==> config.mk <==
export PLATFORM = sky130hd
export DESIGN_NAME = mem_access_ctrl
export DESIGN_NICKNAME = d
export VERILOG_FILES = /design/src/rtl/mem_access_ctrl.sv
export SDC_FILE = /design/constraint.sdc
export NUM_CORES = 1
export LEC_CHECK = 0
export ABC_AREA = 1
export CELL_PAD_IN_SITES_DETAIL_PLACEMENT = 1
export CELL_PAD_IN_SITES_GLOBAL_PLACEMENT = 2
export CORE_AREA = 2 2 200 123
export DETAILED_ROUTE_END_ITERATION = 6
export DIE_AREA = 0 0 202 125
export GPL_ROUTABILITY_DRIVEN = 0
export PLACE_DENSITY_LB_ADDON = 0.12
export SLEW_MARGIN = 25
export SYNTH_ARGS = -nofsm -noshare
export SYNTH_HDL_FRONTEND = slang
export SYNTH_SLANG_ARGS = --single-unit
==> constraint.sdc <==
create_clock -name clk -period 4.37 [get_ports clk]
set_clock_uncertainty 0.2 [all_clocks]
set_input_delay 0.874 -clock clk [delete_from_list [all_inputs] [get_ports clk]]
set_output_delay 0.874 -clock clk [all_outputs]
set_load 0.01 [all_outputs]
==> src/rtl/mem_access_ctrl.sv <==
// mem_access_ctrl: sequences one load/store from the MEM stage into a single
// word-wide memory access with byte enables, load extension, misalignment
// detection and an optional wait-state timeout.
module mem_access_ctrl #(
  parameter int unsigned TIMEOUT = 16
) (
  input  logic        clk,
  input  logic        rst,
  input  logic        req_valid,
  output logic        req_ready,
  input  logic        req_we,
  input  logic [1:0]  req_size,
  input  logic        req_unsigned,
  input  logic [31:0] req_addr,
  input  logic [31:0] req_wdata,
  output logic        resp_valid,
  output logic [31:0] resp_rdata,
  output logic [1:0]  resp_err,
  output logic        mem_en,
  output logic [3:0]  mem_we,
  output logic [31:0] mem_addr,
  output logic [31:0] mem_wdata,
  input  logic [31:0] mem_rdata,
  input  logic        mem_ready
);

  localparam int CNT_W = (TIMEOUT < 1) ? 1 : $clog2(TIMEOUT + 1);
  localparam logic [CNT_W-1:0] CNT_MAX = CNT_W'(TIMEOUT);

  typedef enum logic [1:0] {IDLE, ACCESS, RESP} state_e;

  state_e             state_q, state_d;
  logic [CNT_W-1:0]   cnt_q, cnt_d;
  logic [1:0]         off_q, off_d;
  logic [1:0]         size_q, size_d;
  logic               uns_q, uns_d;
  logic               we_q, we_d;
  logic               mem_en_q, mem_en_d;
  logic [3:0]         mem_we_q, mem_we_d;
  logic [31:0]        mem_addr_q, mem_addr_d;
  logic [31:0]        mem_wdata_q, mem_wdata_d;
  logic               resp_valid_q, resp_valid_d;
  logic [31:0]        resp_rdata_q, resp_rdata_d;
  logic [1:0]         resp_err_q, resp_err_d;

  logic               misaligned;
  logic [3:0]         byte_en;
  logic [31:0]        lane_wdata;
  logic [31:0]        lane_rdata;
  logic [31:0]        load_ext;

  // Request decode: alignment check, byte enables and lane-replicated store data.
  always_comb begin
    // NOTE: every combinational output gets a default first so no path can infer a latch.
    byte_en    = 4'b1111;
    lane_wdata = req_wdata;
    misaligned = 1'b0;
    case (req_size)
      2'b00: begin
        byte_en    = 4'b0001 << req_addr[1:0];
        lane_wdata = {4{req_wdata[7:0]}};
      end
      2'b01: begin
        byte_en    = 4'b0011 << req_addr[1:0];
        lane_wdata = {2{req_wdata[15:0]}};
        misaligned = req_addr[0];
      end
      2'b10: misaligned = (req_addr[1:0] != 2'b00);
      default: misaligned = 1'b1;
    endcase
  end

  // Load path: pick the addressed lane of the read word and extend it.
  always_comb begin
    lane_rdata = mem_rdata >> {off_q, 3'b000};
    case (size_q)
      2'b00:   load_ext = uns_q ? {24'd0, lane_rdata[7:0]}
                                : {{24{lane_rdata[7]}}, lane_rdata[7:0]};
      2'b01:   load_ext = uns_q ? {16'd0, lane_rdata[15:0]}
                                : {{16{lane_rdata[15]}}, lane_rdata[15:0]};
      default: load_ext = mem_rdata;
    endcase
  end

  // Next-state and registered-output logic for the IDLE/ACCESS/RESP sequencer.
  always_comb begin
    state_d      = state_q;
    cnt_d        = cnt_q;
    off_d        = off_q;
    size_d       = size_q;
    uns_d        = uns_q;
    we_d         = we_q;
    mem_en_d     = mem_en_q;
    mem_we_d     = mem_we_q;
    mem_addr_d   = mem_addr_q;
    mem_wdata_d  = mem_wdata_q;
    resp_valid_d = 1'b0;
    resp_rdata_d = resp_rdata_q;
    resp_err_d   = resp_err_q;
    case (state_q)
      IDLE: begin
        if (req_valid) begin
          off_d  = req_addr[1:0];
          size_d = req_size;
          uns_d  = req_unsigned;
          we_d   = req_we;
          if (misaligned) begin
            state_d      = RESP;
            resp_valid_d = 1'b1;
            resp_err_d   = 2'b01;
            resp_rdata_d = 32'd0;
          end else begin
            state_d     = ACCESS;
            cnt_d       = '0;
            mem_en_d    = 1'b1;
            mem_we_d    = req_we ? byte_en : 4'b0000;
            mem_addr_d  = {req_addr[31:2], 2'b00};
            mem_wdata_d = lane_wdata;
          end
        end
      end
      ACCESS: begin
        if (mem_ready) begin
          state_d      = RESP;
          mem_en_d     = 1'b0;
          mem_we_d     = 4'b0000;
          resp_valid_d = 1'b1;
          resp_err_d   = 2'b00;
          resp_rdata_d = we_q ? 32'd0 : load_ext;
        end else if (TIMEOUT != 0 && cnt_q == CNT_MAX) begin
          state_d      = RESP;
          mem_en_d     = 1'b0;
          mem_we_d     = 4'b0000;
          resp_valid_d = 1'b1;
          resp_err_d   = 2'b10;
          resp_rdata_d = 32'd0;
        end else if (TIMEOUT != 0) begin
          cnt_d = cnt_q + 1'b1;
        end
      end
      RESP:    state_d = IDLE;
      default: state_d = IDLE;
    endcase
  end

  // State and output registers; reset forces IDLE and clears every output at once.
  always_ff @(posedge clk or posedge rst) begin
    // NOTE: sequential state uses non-blocking assignments so all flops update together.
    if (rst) begin
      state_q      <= IDLE;
      cnt_q        <= '0;
      off_q        <= 2'b00;
      size_q       <= 2'b00;
      uns_q        <= 1'b0;
      we_q         <= 1'b0;
      mem_en_q     <= 1'b0;
      mem_we_q     <= 4'b0000;
      mem_addr_q   <= 32'd0;
      mem_wdata_q  <= 32'd0;
      resp_valid_q <= 1'b0;
      resp_rdata_q <= 32'd0;
      resp_err_q   <= 2'b00;
    end else begin
      state_q      <= state_d;
      cnt_q        <= cnt_d;
      off_q        <= off_d;
      size_q       <= size_d;
      uns_q        <= uns_d;
      we_q         <= we_d;
      mem_en_q     <= mem_en_d;
      mem_we_q     <= mem_we_d;
      mem_addr_q   <= mem_addr_d;
      mem_wdata_q  <= mem_wdata_d;
      resp_valid_q <= resp_valid_d;
      resp_rdata_q <= resp_rdata_d;
      resp_err_q   <= resp_err_d;
    end
  end

  assign req_ready  = (state_q == IDLE);
  assign mem_en     = mem_en_q;
  assign mem_we     = mem_we_q;
  assign mem_addr   = mem_addr_q;
  assign mem_wdata  = mem_wdata_q;
  assign resp_valid = resp_valid_q;
  assign resp_rdata = resp_rdata_q;
  assign resp_err   = resp_err_q;

endmodule

==> summary.txt <==
Status
  – Outcome: complete, no violations

Clock tree
  – Clk buf depth: 2
  – Clock transition at path regs: 0.05 ns
  – Clk Tree Root Cell: clkbuf_16
  – Resized cells post-CTS: 0
  – Number of CTS-inserted buffers: 17
  – Number of post-CTS setup repair buffers: 0
  – Post-CTS Hold Buffers: 0
  – CTS tree: built
  – Sink Count: 115
  – Htree depth: 4
  – Clk_lat worst skew: 0.42 ns

Drt
  – Drt wl/cell: about 17 um
  – WL final: 21.8 mm
  – Drt first pass iters: 4
  – Detailed Route Iter0 Violations: 153
  – Vias: between 5000 and 6000
  – DRT antenna net count: 0
  – Post-route DRC violation count: 0
  – Vias per cell: 4.28

Logic synthesis
  – Post-synth ARST share: 1.00
  – Avg Inst Size Synth: between 7 and 8 sq um
  – Cells after Synth: 729
  – Synth warn: 0
  – Post-synth EDFFs: 0
  – Mapped cell area: 5540 sq um
  – Sequential share of the synthesized area: 0.520
  – Seq cells post-synth: 115
  – Post-synth cell types: 28
  – Post-synth top flop: dfrtp_1

Timing
  – Rel. slew slack: 0.504
  – Least-Margin Pin Slew: 0.736 ns
  – FMAX: ~370 MHz
  – Min setup slack post-route: 1.64 ns
  – RSZ-0062 raised after global routing: no
  – Final TNS setup: 0 ns
  – Minimum clock period: 2.73 ns
  – Final hold violations: 0
  – Tcrit/Tclk final: 0.624
  – Final setup viols: 0
  – Slew Limit Fails: 0

Cells and area
  – Finished Layout Cells: approximately 1300
  – Layout overhead on the synthesized area: 52.3%
  – # fillers: 2788
  – Share of cells above drive strength 1: 0.0588
  – Sequential Area: 2880 sq um
  – # nets final: about 1000
  – Fin util: 0.357
  – Area of the multi-input gates: about 2300 sq um

Global route
  – Remaining Overflow, GRT: 0
  – M3 GR Usage: 0.0678
  – Grt met2 use: 0.258
  – Top Usage Layer GRT: met2
  – Initial antenna violation count: 1
  – GRT Util Overall: 0.178
  – Vias in the first global route: ~5800
  – Pin count of the biggest net entering global routing: 70
  – First-pass GRT wire length: between 30 and 40 mm
  – Grt met1 use: 0.249

Floorplan
  – DIE AREA: 25300 sq um
  – Die Height: between 100 and 150 um
  – Ports: 209
  – Row count: 44
  – CORE AREA: around 24000 sq um
  – Die W: 202 um
  – Initial Util: 0.234

Placed design
  – DP Wirelength: approximately 16 mm
  – PortBufs: approximately 210
  – DP Worst Slack: 1.19 ns
  – DP Cell Count: roughly 1200

Pwr
  – Leak: 4.11 nW
  – Final Power: 5.39 mW
  – Maximum vdd drop: 0.000285 V
  – Power Density: roughly 640 nW/um^2

Critical path
  – CP Data Required Time: 3.30 ns
  – Data arrival, critical path: 1.65 ns
  – Startpoint Class: flip-flop
  – CP Max Fanout: 5
  – Worst setup EP type: output pin
  – Critical path class: flip-flop to output pin

Run
  – Max-cap viol count: 0

Hold path
  – Min-delay worst type: flip-flop to flip-flop
## routing by layer
layer,routed length [um],vias to the layer above
li1,-,2669
met1,10400,2594
met2,9430,119
met3,1760,10
met4,146,0
met5,0,-
## final cells by class
| class | instances | area share |
|---|---|---|
| Inverter | 49 | 0.0221 |
| Antenna cell | 1 | 0.000297 |
| Clock inverter | 5 | 0.00623 |
| Timing Repair Buffer | 213 | 0.254 |
| Tap cell | 322 | 0.0478 |
| Clock buffer | 25 | 0.0576 |
| Multi-Input combinational cell | 529 | 0.271 |
| Sequential cell | 115 | 0.341 |
## logic make-up after synthesis
kind of cell               after synthesis  synth area share
and+or+nand+nor                        424             0.306
buffers and inverters                   86            0.0687
other                                    1          0.000677
AOI/OAI and AO/OA                       96            0.0911
adders and majority gates                2           0.00452
DFF                                    115             0.520
xor gates and xnor gates                 3           0.00475
muxes                                    2           0.00407
## sequential cells by signal (all words and copies together) (netlist names), 2 cells and up
signal,flops
mem_addr,30
cnt_q,5
resp_rdata,32
mem_we,4
state_q,2
resp_err,2
size_q,2
off_q,2
mem_wdata,32
## power breakdown
| group | switching, mW | internal, mW | total [mW] |
|---|---|---|---|
| Sequential | 0.268 | 1.48 | 1.75 |
| Combinational | 1.26 | 1.06 | 2.32 |
| Clock | 0.495 | 0.817 | 1.31 |
## synthesized netlist by cell type (2+ instances only)
library cell	n	area share
inv_1	45	0.031
buf_6	2	0.0041
nand3_1	38	0.034
nor2_2	3	0.0034
nor2_1	23	0.016
buf_4	7	0.0095
o21ai_0	47	0.042
o211ai_1	2	0.0027
nand2_2	3	0.0034
mux2_2	2	0.0041
inv_2	4	0.0027
nor2_4	2	0.0041
ha_1	2	0.0045
o2111ai_1	4	0.0063
xor2_1	2	0.0032
clkbuf_1	15	0.010
a21oi_1	36	0.033
o21ai_1	6	0.0054
or2_2	5	0.0057
nand2_1	347	0.24
dfrtp_1	115	0.52
buf_2	13	0.012
## layout by cell type (no fill, tap or decap)
cell / n
a21oi_1: 35
a21oi_2: 1
buf_12: 2
buf_4: 5
bufinv_16: 1
clkbuf_1: 5
clkbuf_16: 17
clkbuf_8: 3
clkdlybuf4s50_1: 206
clkinv_2: 3
clkinvlp_4: 1
conb_1: 2
dfrtp_1: 115
diode_2: 1
ha_1: 2
inv_1: 44
inv_2: 4
inv_4: 1
mux2_2: 2
nand2_1: 347
nand2_2: 3
nand2_4: 1
nand3_1: 38
nand3b_1: 1
nand4_1: 1
nor2_1: 23
nor2_2: 3
nor2_4: 2
o2111ai_1: 4
o211ai_1: 2
o21ai_0: 47
o21ai_1: 6
o21ai_2: 1
or2_2: 5
xnor2_1: 1
xor2_1: 2
## path summary, 6_finish.rpt
kind                                   to          from  slack, ns  cells past startpoint
min                          mem_addr[25]  mem_addr[25]       0.27                      2
min in group asynchronous    mem_wdata[6]           rst       0.70                      2
max                             req_ready    state_q[0]       1.64                      2
min reg2reg                  mem_addr[25]  mem_addr[25]       0.27                      2
max reg2reg                resp_rdata[22]      off_q[1]       1.74                      8
max in group asynchronous        off_q[0]           rst       2.41                      3
## through the flow
step | hold slack, ns | area, sq um
3_5_place_dp | 0.259 | 7890
6_report | 0.268 | 8430
2_1_floorplan | 0.275 | 5540
3_3_place_gp | 0.253 | 7890
4_1_cts | 0.272 | 8430
5_1_grt | 0.290 | 8430
## worst max-delay path: stages (launching register included)
cell	delay (ns)
dfrtp_1	0.39
nor2_2	0.26
clkdlybuf4s50_1	0.60
No activity file was read; power rests on OpenSTA's default activity.
